--- src/rtl/uart_tx_serializer_if.sv ---
// rtl/uart_tx_serializer_if.sv - FIFO read-side handshake between an async FIFO and the UART serializer
interface uart_tx_serializer_if #(
  parameter int DATA_WIDTH = 8
);
  logic                  i_empty;
  logic [DATA_WIDTH-1:0] i_rd_data;
  logic                  o_rd_inc;

  // FIFO side: presents words and the empty flag, consumes the pop strobe
  modport master (
    output i_empty,
    output i_rd_data,
    input  o_rd_inc
  );

  // Serializer side: reads words and issues the pop strobe
  modport slave (
    input  i_empty,
    input  i_rd_data,
    output o_rd_inc
  );
endinterface

--- src/rtl/uart_tx_serializer.sv ---
// rtl/uart_tx_serializer.sv - UART frame serializer fed from an async FIFO read port
module uart_tx_serializer #(
  parameter int DATA_WIDTH = 8
) (
  input  logic                 i_clk,
  input  logic                 i_rstn,
  uart_tx_serializer_if.slave  fifo,
  input  logic                 i_par_en,
  input  logic                 i_par_typ,
  input  logic [5:0]           i_prescale,
  output logic                 o_tx,
  output logic                 o_busy
);

  localparam int IDX_W = (DATA_WIDTH > 1) ? $clog2(DATA_WIDTH) : 1;
  localparam logic [IDX_W-1:0] LAST_IDX = IDX_W'(DATA_WIDTH - 1);

  typedef enum logic [2:0] {
    IDLE   = 3'd0,
    START  = 3'd1,
    DATA   = 3'd2,
    PARITY = 3'd3,
    STOP   = 3'd4
  } state_t;

  state_t                state_q, state_d;
  logic [5:0]            cnt_q, cnt_d;
  logic [IDX_W-1:0]      idx_q, idx_d;
  logic [DATA_WIDTH-1:0] data_q, data_d;
  logic                  par_en_q, par_en_d;
  logic                  par_typ_q, par_typ_d;
  logic [5:0]            presc_q, presc_d;
  logic                  tx_q, tx_d;
  logic                  busy_q, busy_d;
  logic                  pop;

  // Bit-time counter reload: prescale 0 and 1 both mean a single cycle per bit
  function automatic logic [5:0] reload_of(input logic [5:0] p);
    return (p == 6'd0) ? 6'd0 : p - 6'd1;
  endfunction

  // A word may be popped only in IDLE or in the final cycle of the stop bit;
  // the strobe is qualified by the live empty flag and by reset so it can never
  // fire against an empty FIFO or while the block is held in reset
  always_comb begin
    pop = 1'b0;
    if (i_rstn && !fifo.i_empty) begin
      if (state_q == IDLE || (state_q == STOP && cnt_q == 6'd0)) begin
        pop = 1'b1;
      end
    end
  end

  assign fifo.o_rd_inc = pop;

  // Next-state and registered-output computation for the frame sequencer
  always_comb begin
    state_d   = state_q;
    cnt_d     = cnt_q;
    idx_d     = idx_q;
    data_d    = data_q;
    par_en_d  = par_en_q;
    par_typ_d = par_typ_q;
    presc_d   = presc_q;
    tx_d      = tx_q;
    busy_d    = busy_q;

    if (pop) begin
      data_d    = fifo.i_rd_data;
      par_en_d  = i_par_en;
      par_typ_d = i_par_typ;
      presc_d   = i_prescale;
      state_d   = START;
      cnt_d     = reload_of(i_prescale);
      idx_d     = '0;
      tx_d      = 1'b0;
      busy_d    = 1'b1;
    end else begin
      case (state_q)
        IDLE: begin
          tx_d   = 1'b1;
          busy_d = 1'b0;
        end
        START: begin
          if (cnt_q == 6'd0) begin
            state_d = DATA;
            idx_d   = '0;
            cnt_d   = reload_of(presc_q);
            tx_d    = data_q[0];
          end else begin
            cnt_d = cnt_q - 6'd1;
          end
        end
        DATA: begin
          if (cnt_q == 6'd0) begin
            cnt_d = reload_of(presc_q);
            if (idx_q == LAST_IDX) begin
              if (par_en_q) begin
                state_d = PARITY;
                tx_d    = (^data_q) ^ par_typ_q;
              end else begin
                state_d = STOP;
                tx_d    = 1'b1;
              end
            end else begin
              idx_d = idx_q + 1'b1;
              tx_d  = data_q[idx_q + 1'b1];
            end
          end else begin
            cnt_d = cnt_q - 6'd1;
          end
        end
        PARITY: begin
          if (cnt_q == 6'd0) begin
            state_d = STOP;
            cnt_d   = reload_of(presc_q);
            tx_d    = 1'b1;
          end else begin
            cnt_d = cnt_q - 6'd1;
          end
        end
        STOP: begin
          if (cnt_q == 6'd0) begin
            state_d = IDLE;
            cnt_d   = 6'd0;
            tx_d    = 1'b1;
            busy_d  = 1'b0;
          end else begin
            cnt_d = cnt_q - 6'd1;
          end
        end
        default: begin
          state_d = IDLE;
          cnt_d   = 6'd0;
          tx_d    = 1'b1;
          busy_d  = 1'b0;
        end
      endcase
    end
  end

  // State and output registers; reset aborts any frame and parks the line high
  always_ff @(posedge i_clk or negedge i_rstn) begin
    if (!i_rstn) begin
      state_q   <= IDLE;
      cnt_q     <= 6'd0;
      idx_q     <= '0;
      data_q    <= '0;
      par_en_q  <= 1'b0;
      par_typ_q <= 1'b0;
      presc_q   <= 6'd0;
      tx_q      <= 1'b1;
      busy_q    <= 1'b0;
    end else begin
      state_q   <= state_d;
      cnt_q     <= cnt_d;
      idx_q     <= idx_d;
      data_q    <= data_d;
      par_en_q  <= par_en_d;
      par_typ_q <= par_typ_d;
      presc_q   <= presc_d;
      tx_q      <= tx_d;
      busy_q    <= busy_d;
    end
  end

  assign o_tx   = tx_q;
  assign o_busy = busy_q;

endmodule
--- src/flat_wrapper.sv ---
// flat-port wrapper written by rule: the top's interface ports become plain ports
module uart_tx_serializer_flat 
#(
  parameter int DATA_WIDTH = 8
)
  (i_clk, i_rstn, i_par_en, i_par_typ, i_prescale, o_tx, o_busy, fifo_i_empty, fifo_i_rd_data, fifo_o_rd_inc);
  uart_tx_serializer_if #(.DATA_WIDTH(DATA_WIDTH)) fifo_i ();
  input  logic i_clk;
  input  logic i_rstn;
  input  logic i_par_en;
  input  logic i_par_typ;
  input  logic [5:0] i_prescale;
  output logic o_tx;
  output logic o_busy;
  input wire logic [$bits(fifo_i.i_empty)-1:0] fifo_i_empty;
  input wire logic [$bits(fifo_i.i_rd_data)-1:0] fifo_i_rd_data;
  output wire logic [$bits(fifo_i.o_rd_inc)-1:0] fifo_o_rd_inc;
  assign fifo_i.i_empty = fifo_i_empty;
  assign fifo_i.i_rd_data = fifo_i_rd_data;
  assign fifo_o_rd_inc = fifo_i.o_rd_inc;
  uart_tx_serializer #(.DATA_WIDTH(DATA_WIDTH)) u_core (.i_clk(i_clk), .i_rstn(i_rstn), .fifo(fifo_i), .i_par_en(i_par_en), .i_par_typ(i_par_typ), .i_prescale(i_prescale), .o_tx(o_tx), .o_busy(o_busy));
endmodule
--- config.mk ---
export PLATFORM = sky130hd
export DESIGN_NAME = uart_tx_serializer_flat
export DESIGN_NICKNAME = d
export VERILOG_FILES = /design/src/rtl/uart_tx_serializer_if.sv /design/src/rtl/uart_tx_serializer.sv /design/src/flat_wrapper.sv
export SDC_FILE = /design/constraint.sdc
export NUM_CORES = 1
export LEC_CHECK = 0
export ABC_AREA = 1
export BUFFER_PORTS_ARGS = -buffer_cell sky130_fd_sc_hd__clkbuf_2
export CAP_MARGIN = 20
export CORE_UTILIZATION = 45
export DETAILED_ROUTE_END_ITERATION = 16
export SLEW_MARGIN = 10
export SYNTH_ARGS = -nofsm -noshare
export SYNTH_HDL_FRONTEND = slang
export SYNTH_SLANG_ARGS = --single-unit
--- constraint.sdc ---
create_clock -name i_clk -period 1.7 [get_ports i_clk]
set_input_delay 0.34 -clock i_clk [delete_from_list [all_inputs] [get_ports i_clk]]
set_output_delay 0.34 -clock i_clk [all_outputs]
set_load 0.02 [all_outputs]
==> run metrics <==
status=completed; site row count=23; R2R Path Start=u_core.cnt_q[1]; hold_ws=0.0773 ns; Final period util=98.8%; fmax=595 MHz; port bufs=21; Net Sw Power=0.310 mW; Clock power frac=43.5%; Via density=4.94; sequential element share of the synthesized area=37.4%; largest net degree at the start of global routing=31; CP Launch Type=flop; clock sink count=30; syn avg cell area=7.23 sq um; pre-CTS setup slack=0.0261 ns; die area=0.00474 sq mm; via count=1852; Worst slew margin=70.5%; Final Critical Period=1.68 ns; share of cells above drive strength 1=23.1%; type of element capturing the critical path=output pin; H-tree Lvls=2; Overflow after GRT=0; floorplan die height=68.8 um; number of max-cap violations=0; CP peak stage delay=0.39 ns; n_diodes=0; antenna-violating nets left=0; Power Density=562 mW/mm^2; Crit-path slowest cell=dfrtp_1; Syn. warnings=0; critical path data arrival time=1.34 ns; CP top delay family=flip-flops; CTS clk-pin slew, worst paths=0.07 ns; antenna violations before repair=0; CTS root buf=clkbuf_8; drt total wl=4550 um; CTS tree=done; Hold Fails Final Rpt=0; max-slew violations=0; Mapped Area=0.00201 sq mm; CP cell instances=inv_2, ha_4, nand4_4, nand2_2, nand2_2, inv_2, buf_8; reg2reg end=u_core.state_q[0]; Required @ worst endpoint=1.36 ns; clock latency on the worst-skew pair=0.28 ns; Setup crit start=u_core.cnt_q[1]; R2R cell count=11; Worst Tran Pin Value=0.440 ns; Crit Path Max Fanout=3; routability cong.=0.903; Setup CP Type=flop to output pin; worst setup skew after layout=0.00890 ns; overall power=1.37 mW; async set or reset register ratio after synthesis=100%; Area Growth Syn to Fin=21.7%; nets=350; Buf+Inv Stages, Crit Path=3; unrepaired setup endpoints after global routing=yes; Synth Flop Type=dfrtp_1; clock buffer depth=2; Die X=68.8 um; Final HPWL DP=3460 um; cell count after synthesis=278; Comb pwr share=4.6%; EDFF count, synth=0; filler instances=387; Peak VDD IR=0.367 mV; setup ws final=0.0197 ns; Mapped Nets=304; First-pass DRT Iterations=5; drt wl/cell=12.1 um; worst min path class=primary input to asynchronous set/reset pin; Worst R2R Setup Slack=0.08 ns; Switching Share=22.5%; global-route wire length before repair=7850 um; power share of the sequential group=51.9%; CTS buffer count=5; area of the core=0.00414 sq mm; drt first-iter violations=103; global-route usage over all layers=22.9%; P_int=1.06 mW; I/O pin total=22; Synth cell types=32; drt drc=0; Final Setup Violations=0; vias in the first global route=1800; Post-CTS Hold Fix Bufs=0; leakage power=1.27 nW; Initial Utilization=48.5%; flops & latches, synth=30
==> metal layers <==
metal	track usage (%)	share of wire (%)
met5	0	0
met4	10.2	2.0
met3	4.28	4.0
met2	33.7	41
met1	32.3	53
==> metrics by stage <==
step	cell area, sq um	util [%]	cells	setup TNS, ns
6_report	2450	59.0	375	0
5_1_grt	2450	59.0	375	-0.108
4_1_cts	2400	57.9	371	-0.00571
3_5_place_dp	2220	53.5	355	0
3_3_place_gp	2220	53.5	355	0
2_1_floorplan	2010	-	278	0
==> cell usage after synthesis (2+ instances only) <==
cell        n  share of area, %
nor2_1     10               1.9
nor3_1      2              0.50
a21oi_1    12               3.0
nand3_1    22               5.5
inv_1      44               8.2
nand2_2     2              0.62
o21ai_1     9               2.2
inv_2       4              0.75
nor3_2      2               1.0
dfrtp_1    29                36
xor2_1      5               2.2
nor2_2      2              0.62
nand2_1    81                15
ha_1        7               4.4
buf_6       2               1.1
o211ai_1    4               1.5
o21ai_0    21               5.2
o22ai_1     2              0.62
nand4_1     4               1.2
o2111ai_1   2              0.87
==> cell families after synthesis <==
kind of cell / after synthesis / share of synthesized area [%]
fa+ha+maj: 7 / 4.36
compound gates: 54 / 15.4
buf+inv: 52 / 10.7
flops: 30 / 37.4
simple gates: 129 / 29.6
xor+xnor: 6 / 2.61
==> worst max path at each step <==
| stage | slack (ns) | endpoint | cells past startpoint |
|---|---|---|---|
| after global routing | -0.06 | fifo_o_rd_inc | 7 |
| after detailed placement | 0.03 | u_core.state_q[0] | 10 |
| after global placement | 0.09 | u_core.state_q[0] | 10 |
| after CTS | -0.006 | fifo_o_rd_inc | 6 |
| after floorplan | 0.02 | fifo_o_rd_inc | 7 |
| final | 0.02 | fifo_o_rd_inc | 7 |
==> layout by cell type (no fill, tap or decap), drive strengths merged, types with 2 or more instances in the layout <==
master,instances
dfrtp,29
o22ai,2
xor2,5
inv,48
nor2,13
nor3,4
clkbuf,27
buf,23
a21oi,14
nand3,23
o211ai,4
nand4,5
nand2,83
ha,7
o21ai,30
o2111ai,2
==> worst register-to-register path, cell delays in order (launching register included) <==
cell and delay (ns):
dfrtp_1 0.39, inv_2 0.09, ha_4 0.15, nand4_4 0.09, buf_6 0.14, buf_4 0.15
nand2_4 0.08, inv_2 0.05, nor2_2 0.14, nand3b_4 0.11, nand2_1 0.07, o21ai_1 0.06
==> power by group through the flow <==
stage | combinational, mW | sequential, mW | clock [mW]
5_1_grt | 0.0726 | 0.713 | 0.647
2_1_floorplan | 0.0191 | 0.727 | 0
4_1_cts | 0.0650 | 0.714 | 0.618
3_5_place_dp | 0.0628 | 0.727 | 0
3_3_place_gp | 0.0629 | 0.727 | 0
6_report | 0.0628 | 0.714 | 0.598
==> state kept, by name, summed over array words and instances, names as in the netlist <==
name / cells
u_core.par_typ_q: 1
u_core.o_busy: 1
u_core.cnt_q: 6
u_core.idx_q: 3
u_core.presc_q: 6
u_core.data_q: 8
u_core.state_q: 3
u_core.o_tx: 1
u_core.par_en_q: 1
==> repair_timing <==
action / CTS / global route
pin swaps: 5 / 4
buffers inserted: 8 / 4
resized for setup: 9 / 7
endpoints found under the setup margin: 1 / 7
==> cell type report <==
cell class,instances,area (sq um),area share (%)
multi-input cells,196,1070,43.8
clock inverters,1,5.00,0.205
clock buffers,7,86.3,3.53
repair buffers,43,284,11.6
inverters,48,183,7.47
well taps,50,62.6,2.56
flip-flops and latches,30,753,30.8
No activity file was read; power rests on OpenSTA's default activity.
